$ cat config.mk
export PLATFORM = sky130hd
export DESIGN_NAME = bitser_tx_flat
export DESIGN_NICKNAME = d
export VERILOG_FILES = /design/src/rtl/bitser_tx_pkg.sv /design/src/rtl/bitser_tx_if.sv /design/src/rtl/bitser_tx_lane.sv /design/src/rtl/bitser_tx.sv /design/src/flat_wrapper.sv
export SDC_FILE = /design/constraint.sdc
export NUM_CORES = 1
export LEC_CHECK = 0
export ABC_AREA = 1
export CAP_MARGIN = 30
export CORE_MARGIN = 2
export CORE_UTILIZATION = 40
export CTS_CLUSTER_SIZE = 8
export DETAILED_ROUTE_END_ITERATION = 12
export PLACE_DENSITY = 0.67
export SETUP_SLACK_MARGIN = 0.1
export SLEW_MARGIN = 20
export SYNTH_ARGS = -nofsm -noshare
export SYNTH_HDL_FRONTEND = slang
export SYNTH_SLANG_ARGS = --single-unit
$ cat constraint.sdc
create_clock -name clk -period 2.1 [get_ports clk]
set_input_delay 0.63 -clock clk [delete_from_list [all_inputs] [get_ports clk]]
set_output_delay 0.63 -clock clk [all_outputs]
set_load 0.005 [all_outputs]
$ cat src/rtl/bitser_tx_pkg.sv
// Shared types and constants for the bit-serial multi-lane transmitter.
// Latency: n/a (types and constant functions only).
// Backpressure: n/a.
// Optional feature macro: BITSER_TX_PARITY_EN adds a trailing even-parity bit per frame.
package bitser_tx_pkg;

    localparam int W_DEF     = 8;
    localparam int LANES_DEF = 4;

    typedef enum logic {
        IDLE  = 1'b0,
        SHIFT = 1'b1
    } state_t;

    // Per-lane datapath commands issued by the top-level FSM.
    typedef struct packed {
        logic load_in;    // shifter <- in_data (frame start from the bus)
        logic load_hold;  // shifter <- holding slot (frame start from hold)
        logic shift;      // shift right one bit
        logic cap_hold;   // holding slot <- in_data
    } lane_ctl_t;

    // Frame length in bit cycles for an operand of width w.
    function automatic int flen(input int w);
`ifdef BITSER_TX_PARITY_EN
        return w + 1;
`else
        return w;
`endif
    endfunction

endpackage

$ cat src/rtl/bitser_tx_if.sv
// Handshake and serial-output bundle of bitser_tx.
// Latency: n/a (wires only).
// Backpressure: in_valid/in_ready; serial side has no backpressure.
// Ports: in_valid, in_ready, in_data (lane k at [k*W +: W]),
//        ser_out (one bit per lane), ser_frame, ser_active, busy.
interface bitser_tx_if
    import bitser_tx_pkg::*;
#(
    parameter int W     = W_DEF,
    parameter int LANES = LANES_DEF
) ();

    logic                 in_valid;
    logic                 in_ready;
    logic [LANES*W-1:0]   in_data;
    logic [LANES-1:0]     ser_out;
    logic                 ser_frame;
    logic                 ser_active;
    logic                 busy;

    // Host side: presents operand sets, observes the serial stream.
    modport master (
        output in_valid,
        output in_data,
        input  in_ready,
        input  ser_out,
        input  ser_frame,
        input  ser_active,
        input  busy
    );

    // Transmitter side.
    modport slave (
        input  in_valid,
        input  in_data,
        output in_ready,
        output ser_out,
        output ser_frame,
        output ser_active,
        output busy
    );

endinterface

$ cat src/rtl/bitser_tx_lane.sv
// One serial lane: frame shift register, one-entry holding slot, optional parity bit.
// Latency: bit 0 of a loaded frame is on o_bit the cycle after the load edge.
// Backpressure: none locally; the top FSM decides when to load/capture.
// Ports: clk, rst (sync, active-high), i_ctl (load/shift/capture commands),
//        i_data (this lane's operand), o_bit (shifter bit 0, ungated).
// Macro: BITSER_TX_PARITY_EN appends the operand's even parity as the last frame bit.
module bitser_tx_lane
    import bitser_tx_pkg::*;
#(
    parameter int W = W_DEF
) (
    input  logic          clk,
    input  logic          rst,
    input  lane_ctl_t     i_ctl,
    input  logic [W-1:0]  i_data,
    output logic          o_bit
);

    localparam int FLEN = flen(W);

    logic [FLEN-1:0] r_shift;
    logic [FLEN-1:0] r_hold;
    logic [FLEN-1:0] w_frame;

    // The whole frame, parity included, is built at load time so the
    // parity bit simply falls out of bit 0 after W shifts.
`ifdef BITSER_TX_PARITY_EN
    assign w_frame = {^i_data, i_data};
`else
    assign w_frame = i_data;
`endif

    always_ff @(posedge clk) begin
        if (rst) begin
            r_shift <= '0;
            r_hold  <= '0;
        end else begin
            if (i_ctl.load_in) begin
                r_shift <= w_frame;
            end else if (i_ctl.load_hold) begin
                r_shift <= r_hold;
            end else if (i_ctl.shift) begin
                r_shift <= r_shift >> 1;
            end
            if (i_ctl.cap_hold) begin
                r_hold <= w_frame;
            end
        end
    end

    assign o_bit = r_shift[0];

endmodule

$ cat src/rtl/bitser_tx.sv
// Bit-serial multi-lane transmitter: LANES parallel W-bit operands out LSB-first, one bit/clock.
// Latency: transfer at edge N -> bit 0 and ser_frame in the cycle after edge N.
// Backpressure: in_ready = !hold_v; a one-entry holding slot gives gap-free back-to-back frames.
// Ports: clk, rst (sync, active-high), bus (bitser_tx_if.slave: in_valid/in_ready/in_data,
//        ser_out, ser_frame, ser_active, busy).
// Macro: BITSER_TX_PARITY_EN extends each frame by one even-parity cycle (FLEN = W+1).
module bitser_tx
    import bitser_tx_pkg::*;
#(
    parameter int W     = W_DEF,
    parameter int LANES = LANES_DEF
) (
    input  logic        clk,
    input  logic        rst,
    bitser_tx_if.slave  bus
);

    localparam int            FLEN = flen(W);
    localparam int            CW   = $clog2(FLEN);
    localparam logic [CW-1:0] LAST = CW'(FLEN - 1);

    state_t          r_state;
    state_t          w_state_nxt;
    logic [CW-1:0]   r_cnt;
    logic [CW-1:0]   w_cnt_nxt;
    logic            r_hold_v;
    logic            w_hold_v_nxt;
    lane_ctl_t       w_ctl;
    logic            w_xfer;
    logic [LANES-1:0] w_lane_bit;

    // Forced low during reset so nothing is accepted on the reset edge.
    assign bus.in_ready = !r_hold_v && !rst;
    assign w_xfer       = bus.in_valid && bus.in_ready;

    // State register.
    always_ff @(posedge clk) begin
        if (rst) begin
            r_state  <= IDLE;
            r_cnt    <= '0;
            r_hold_v <= 1'b0;
        end else begin
            r_state  <= w_state_nxt;
            r_cnt    <= w_cnt_nxt;
            r_hold_v <= w_hold_v_nxt;
        end
    end

    // Next state, counter and lane commands.
    always_comb begin
        w_state_nxt  = r_state;
        w_cnt_nxt    = r_cnt;
        w_hold_v_nxt = r_hold_v;
        w_ctl        = '0;
        case (r_state)
            IDLE: begin
                if (w_xfer) begin
                    w_state_nxt   = SHIFT;
                    w_cnt_nxt     = '0;
                    w_ctl.load_in = 1'b1;
                end
            end
            SHIFT: begin
                if (r_cnt != LAST) begin
                    w_ctl.shift = 1'b1;
                    w_cnt_nxt   = r_cnt + CW'(1);
                    if (w_xfer) begin
                        w_ctl.cap_hold = 1'b1;
                        w_hold_v_nxt   = 1'b1;
                    end
                end else if (r_hold_v) begin
                    // Last bit: the held set starts the next frame with no gap.
                    // in_ready is low here, so no transfer can coincide.
                    w_ctl.load_hold = 1'b1;
                    w_hold_v_nxt    = 1'b0;
                    w_cnt_nxt       = '0;
                end else if (w_xfer) begin
                    // Last bit with an empty slot: load straight from the bus.
                    w_ctl.load_in = 1'b1;
                    w_cnt_nxt     = '0;
                end else begin
                    w_state_nxt = IDLE;
                    w_cnt_nxt   = '0;
                end
            end
            default: begin
                w_state_nxt = IDLE;
                w_cnt_nxt   = '0;
            end
        endcase
    end

    for (genvar k = 0; k < LANES; k++) begin : g_lane
        bitser_tx_lane #(
            .W (W)
        ) u_lane (
            .clk    (clk),
            .rst    (rst),
            .i_ctl  (w_ctl),
            .i_data (bus.in_data[k*W +: W]),
            .o_bit  (w_lane_bit[k])
        );
    end

    // Outputs. The shifter keeps stale data in IDLE, so lane bits are gated.
    assign bus.ser_active = (r_state == SHIFT);
    assign bus.ser_frame  = (r_state == SHIFT) && (r_cnt == '0);
    assign bus.busy       = (r_state == SHIFT) || r_hold_v;
    assign bus.ser_out    = (r_state == SHIFT) ? w_lane_bit : '0;

endmodule

$ cat src/flat_wrapper.sv
// flat-port wrapper written by rule: the top's interface ports become plain ports
module bitser_tx_flat import bitser_tx_pkg::*;
#(
    parameter int W     = W_DEF,
    parameter int LANES = LANES_DEF
)
  (clk, rst, bus_in_valid, bus_in_data, bus_in_ready, bus_ser_out, bus_ser_frame, bus_ser_active, bus_busy);
  bitser_tx_if #(.W(W), .LANES(LANES)) bus_i ();
  input  logic clk;
  input  logic rst;
  input wire logic [$bits(bus_i.in_valid)-1:0] bus_in_valid;
  input wire logic [$bits(bus_i.in_data)-1:0] bus_in_data;
  output wire logic [$bits(bus_i.in_ready)-1:0] bus_in_ready;
  output wire logic [$bits(bus_i.ser_out)-1:0] bus_ser_out;
  output wire logic [$bits(bus_i.ser_frame)-1:0] bus_ser_frame;
  output wire logic [$bits(bus_i.ser_active)-1:0] bus_ser_active;
  output wire logic [$bits(bus_i.busy)-1:0] bus_busy;
  assign bus_i.in_valid = bus_in_valid;
  assign bus_i.in_data = bus_in_data;
  assign bus_in_ready = bus_i.in_ready;
  assign bus_ser_out = bus_i.ser_out;
  assign bus_ser_frame = bus_i.ser_frame;
  assign bus_ser_active = bus_i.ser_active;
  assign bus_busy = bus_i.busy;
  bitser_tx #(.W(W), .LANES(LANES)) u_core (.clk(clk), .rst(rst), .bus(bus_i));
endmodule
==> flow_summary.yaml <==
outcome:
  status: "completed"
yosys:
  synth_area_um2: 3836
  synth_cell_type_count: 21
  synthCells: 631
  synth.avg_cell_area_um2: 6.080
  synth-seq-area-share: 0.3601
  ys_warn_count: 0
  syn_nets: 670
  ys_ff_latch: 69
cts:
  cts_tree: "yes"
  clock-sinks: 69
  clk_latency_ns: 0.34
  cts.clk_slew.worst_paths_ns: 0.08
  root_buffer: "clkbuf_8"
  cts_buffer_depth: 2
  hold_buffers: 0
  cts_made_buffers: 9
  cts-htree-levels: 3
floorplanning:
  start_util: 0.4132
  rows: 35
  pin_count: 43
  fp.coreArea_um2: 9284
  die_x_um: 101.9
  chipHeight_um: 101.9
  die-area_um2: 10390
power:
  vdd_ir_drop_max_mv: 0.3662
  power_density_nw_per_um2: 627.1
  p_leak_nw: 2.355
  p_total_mw: 2.937
routing:
  vias_per_cell: 4.845
  ant_nets: 0
  post_drt_wl_per_cell_um: 12.12
  drt_iter0_markers: 253
  postRouteWirelength_mm: 9.746
  vias: 3895
  drt_pass1_iterations: 5
  drcViolationCount: 0
place:
  place_inst: 783
  dpl.hpwl_mm: 6.055
  gp_congestion: 0.7504
  place_area_um2: 4487
  port_buffers: 42
layout:
  multi_input_area_um2: 1941
  fin_cells: 804
  final_area_um2: 4683
  seq_area_um2: 1388
  nFillCells: 963
  drive_above_1_share: 0.09037
  mostFrequentLayoutCells: "167 x nand2_1, 155 x nor2_1, 72 x inv_1, 67 x nand4_1, 66 x dfxtp_1"
  area_growth_pct: 22.08
  num_antenna_cells: 0
  layout_commonest_cell: "nand2_1"
  post-route-util: 0.5044
  nets: 709
setup_path:
  required_ns: 1.47
  crit_buf_inv: 1
  worst_ep_arrival_time_ns: 1.26
  critPathMaxFanout: 3
  critical_path.top_delay_family: "flip-flops"
  worst_path_largest_cell_delay_ns: 0.36
  slowest_stage: "dfxtp_2"
  path_cells: "or2_2 -> dlygate4sd2_1"
  start_kind: "register"
  cp-end-kind: "output pin"
  crit_type: "register to output pin"
flow_run:
  maxCapViolCount: 0
sta:
  maxSlewHeadroom: 0.7125
  hold_viol_final: 0
  setup_tns_ns: 0
  maxSlewViolCount: 0
  fin_crit_ns: 1.894
  rsz0062_at_grt: "true"
  finalCritPeriodShare: 0.9020
  fin_worst_skew_ns: 0.009764
  setup_viol: 0
  maxClockFrequency_mhz: 528.0
  worst_pin_slew_ns: 0.4312
grt:
  first_global_vias: 3534
  gr-total-overflow: 0
  grt_pass1_wl_mm: 16.75
  grt_antenna_before_repair: 0
  grt.total_usage: 0.2028
  grt_max_degree: 43
min_path:
  hold_class: "register to register"
-- per-layer routing --
layer,share of wire,vias up,routed length [um],GRT usage
met2,0.46,124,4494,0.3401
met3,0.074,8,717,0.04036
li1,-,2039,-,-
met4,0.012,0,113,0.05949
met5,0,-,0,0
met1,0.45,1724,4420,0.2653
-- what timing repair did --
item	4_1_cts	5_1_grt
hold endpoints to repair	0	0
endpoints found under the setup margin	8	3
setup buffers	5	0
gates resized for setup	13	4
-- stage by stage --
step	worst slack (ns)	hold slack [ns]
5_1_grt	0.09811	0.5158
3_3_place_gp	-0.3286	0.4687
2_1_floorplan	0.2332	0.4557
4_1_cts	0.1057	0.4943
6_report	0.2059	0.4880
3_5_place_dp	-0.3323	0.4833
-- cell families (layout without fill, tap and decap cells) --
group | Yosys count | after routing | synth area share
compound gates | 38 | 38 | 0.04958
fa+ha+maj | 4 | 4 | 0.01305
buf+inv | 124 | 168 | 0.1367
flops | 69 | 69 | 0.3601
simple gates | 396 | 396 | 0.4406
-- state kept, by name, indices dropped and copies added (netlist names) --
| signal | flops |
|---|---|
| u_core.bus.ser_active | 1 |
| u_core.g_lane.u_lane.r_hold | 32 |
| u_core.g_lane.u_lane.r_shift | 32 |
| u_core.r_hold_v | 1 |
| u_core.r_cnt | 3 |
-- report_power, final --
part	internal [mW]	total, mW	switching, mW
registers	1.39	1.43	0.0383
clock network	0.421	0.919	0.498
logic	0.258	0.587	0.330
total	2.07	2.94	0.866
-- cells in the mapped netlist --
library cell,instances,area share
buf_6,2,0.0059
nor2_8,1,0.0052
nand2_1,167,0.16
o21ai_1,2,0.0026
buf_2,14,0.018
nand2_4,1,0.0029
buf_1,8,0.0078
inv_2,2,0.0020
clkinv_1,1,0.00098
nand3_1,3,0.0039
nand4_1,67,0.11
o21ai_0,29,0.038
or2_2,1,0.0016
ha_1,4,0.013
clkbuf_1,18,0.018
dfxtp_1,69,0.36
a21oi_1,7,0.0091
nand3_2,1,0.0026
inv_1,72,0.070
buf_4,7,0.014
nor2_1,155,0.15
-- tightest hold or removal path, stage by stage (launching register included) --
cell	delay, ns
dfxtp_1	0.33
nand2_1	0.06
a21oi_1	0.05
-- cell type report --
class | count | share of cell area
Sequential cell | 69 | 0.2963
Clock inverter | 5 | 0.005878
Multi-Input combinational cell | 438 | 0.4144
Tap cell | 129 | 0.03446
Clock buffer | 11 | 0.02805
Inverter | 75 | 0.06011
Timing Repair Buffer | 77 | 0.1608
-- worst paths after layout --
check	from	to	slack [ns]	cells past startpoint
worst min-delay path	u_core.r_cnt[1]	u_core.r_cnt[1]	0.49	2
worst max register to register	u_core.r_hold_v	u_core.g_lane[0].u_lane.r_shift[0]	0.32	7
worst max-delay path	u_core.r_hold_v	bus_busy	0.21	2
worst min register to register	u_core.r_cnt[1]	u_core.r_cnt[1]	0.49	2
No activity file was read; power rests on OpenSTA's default activity.
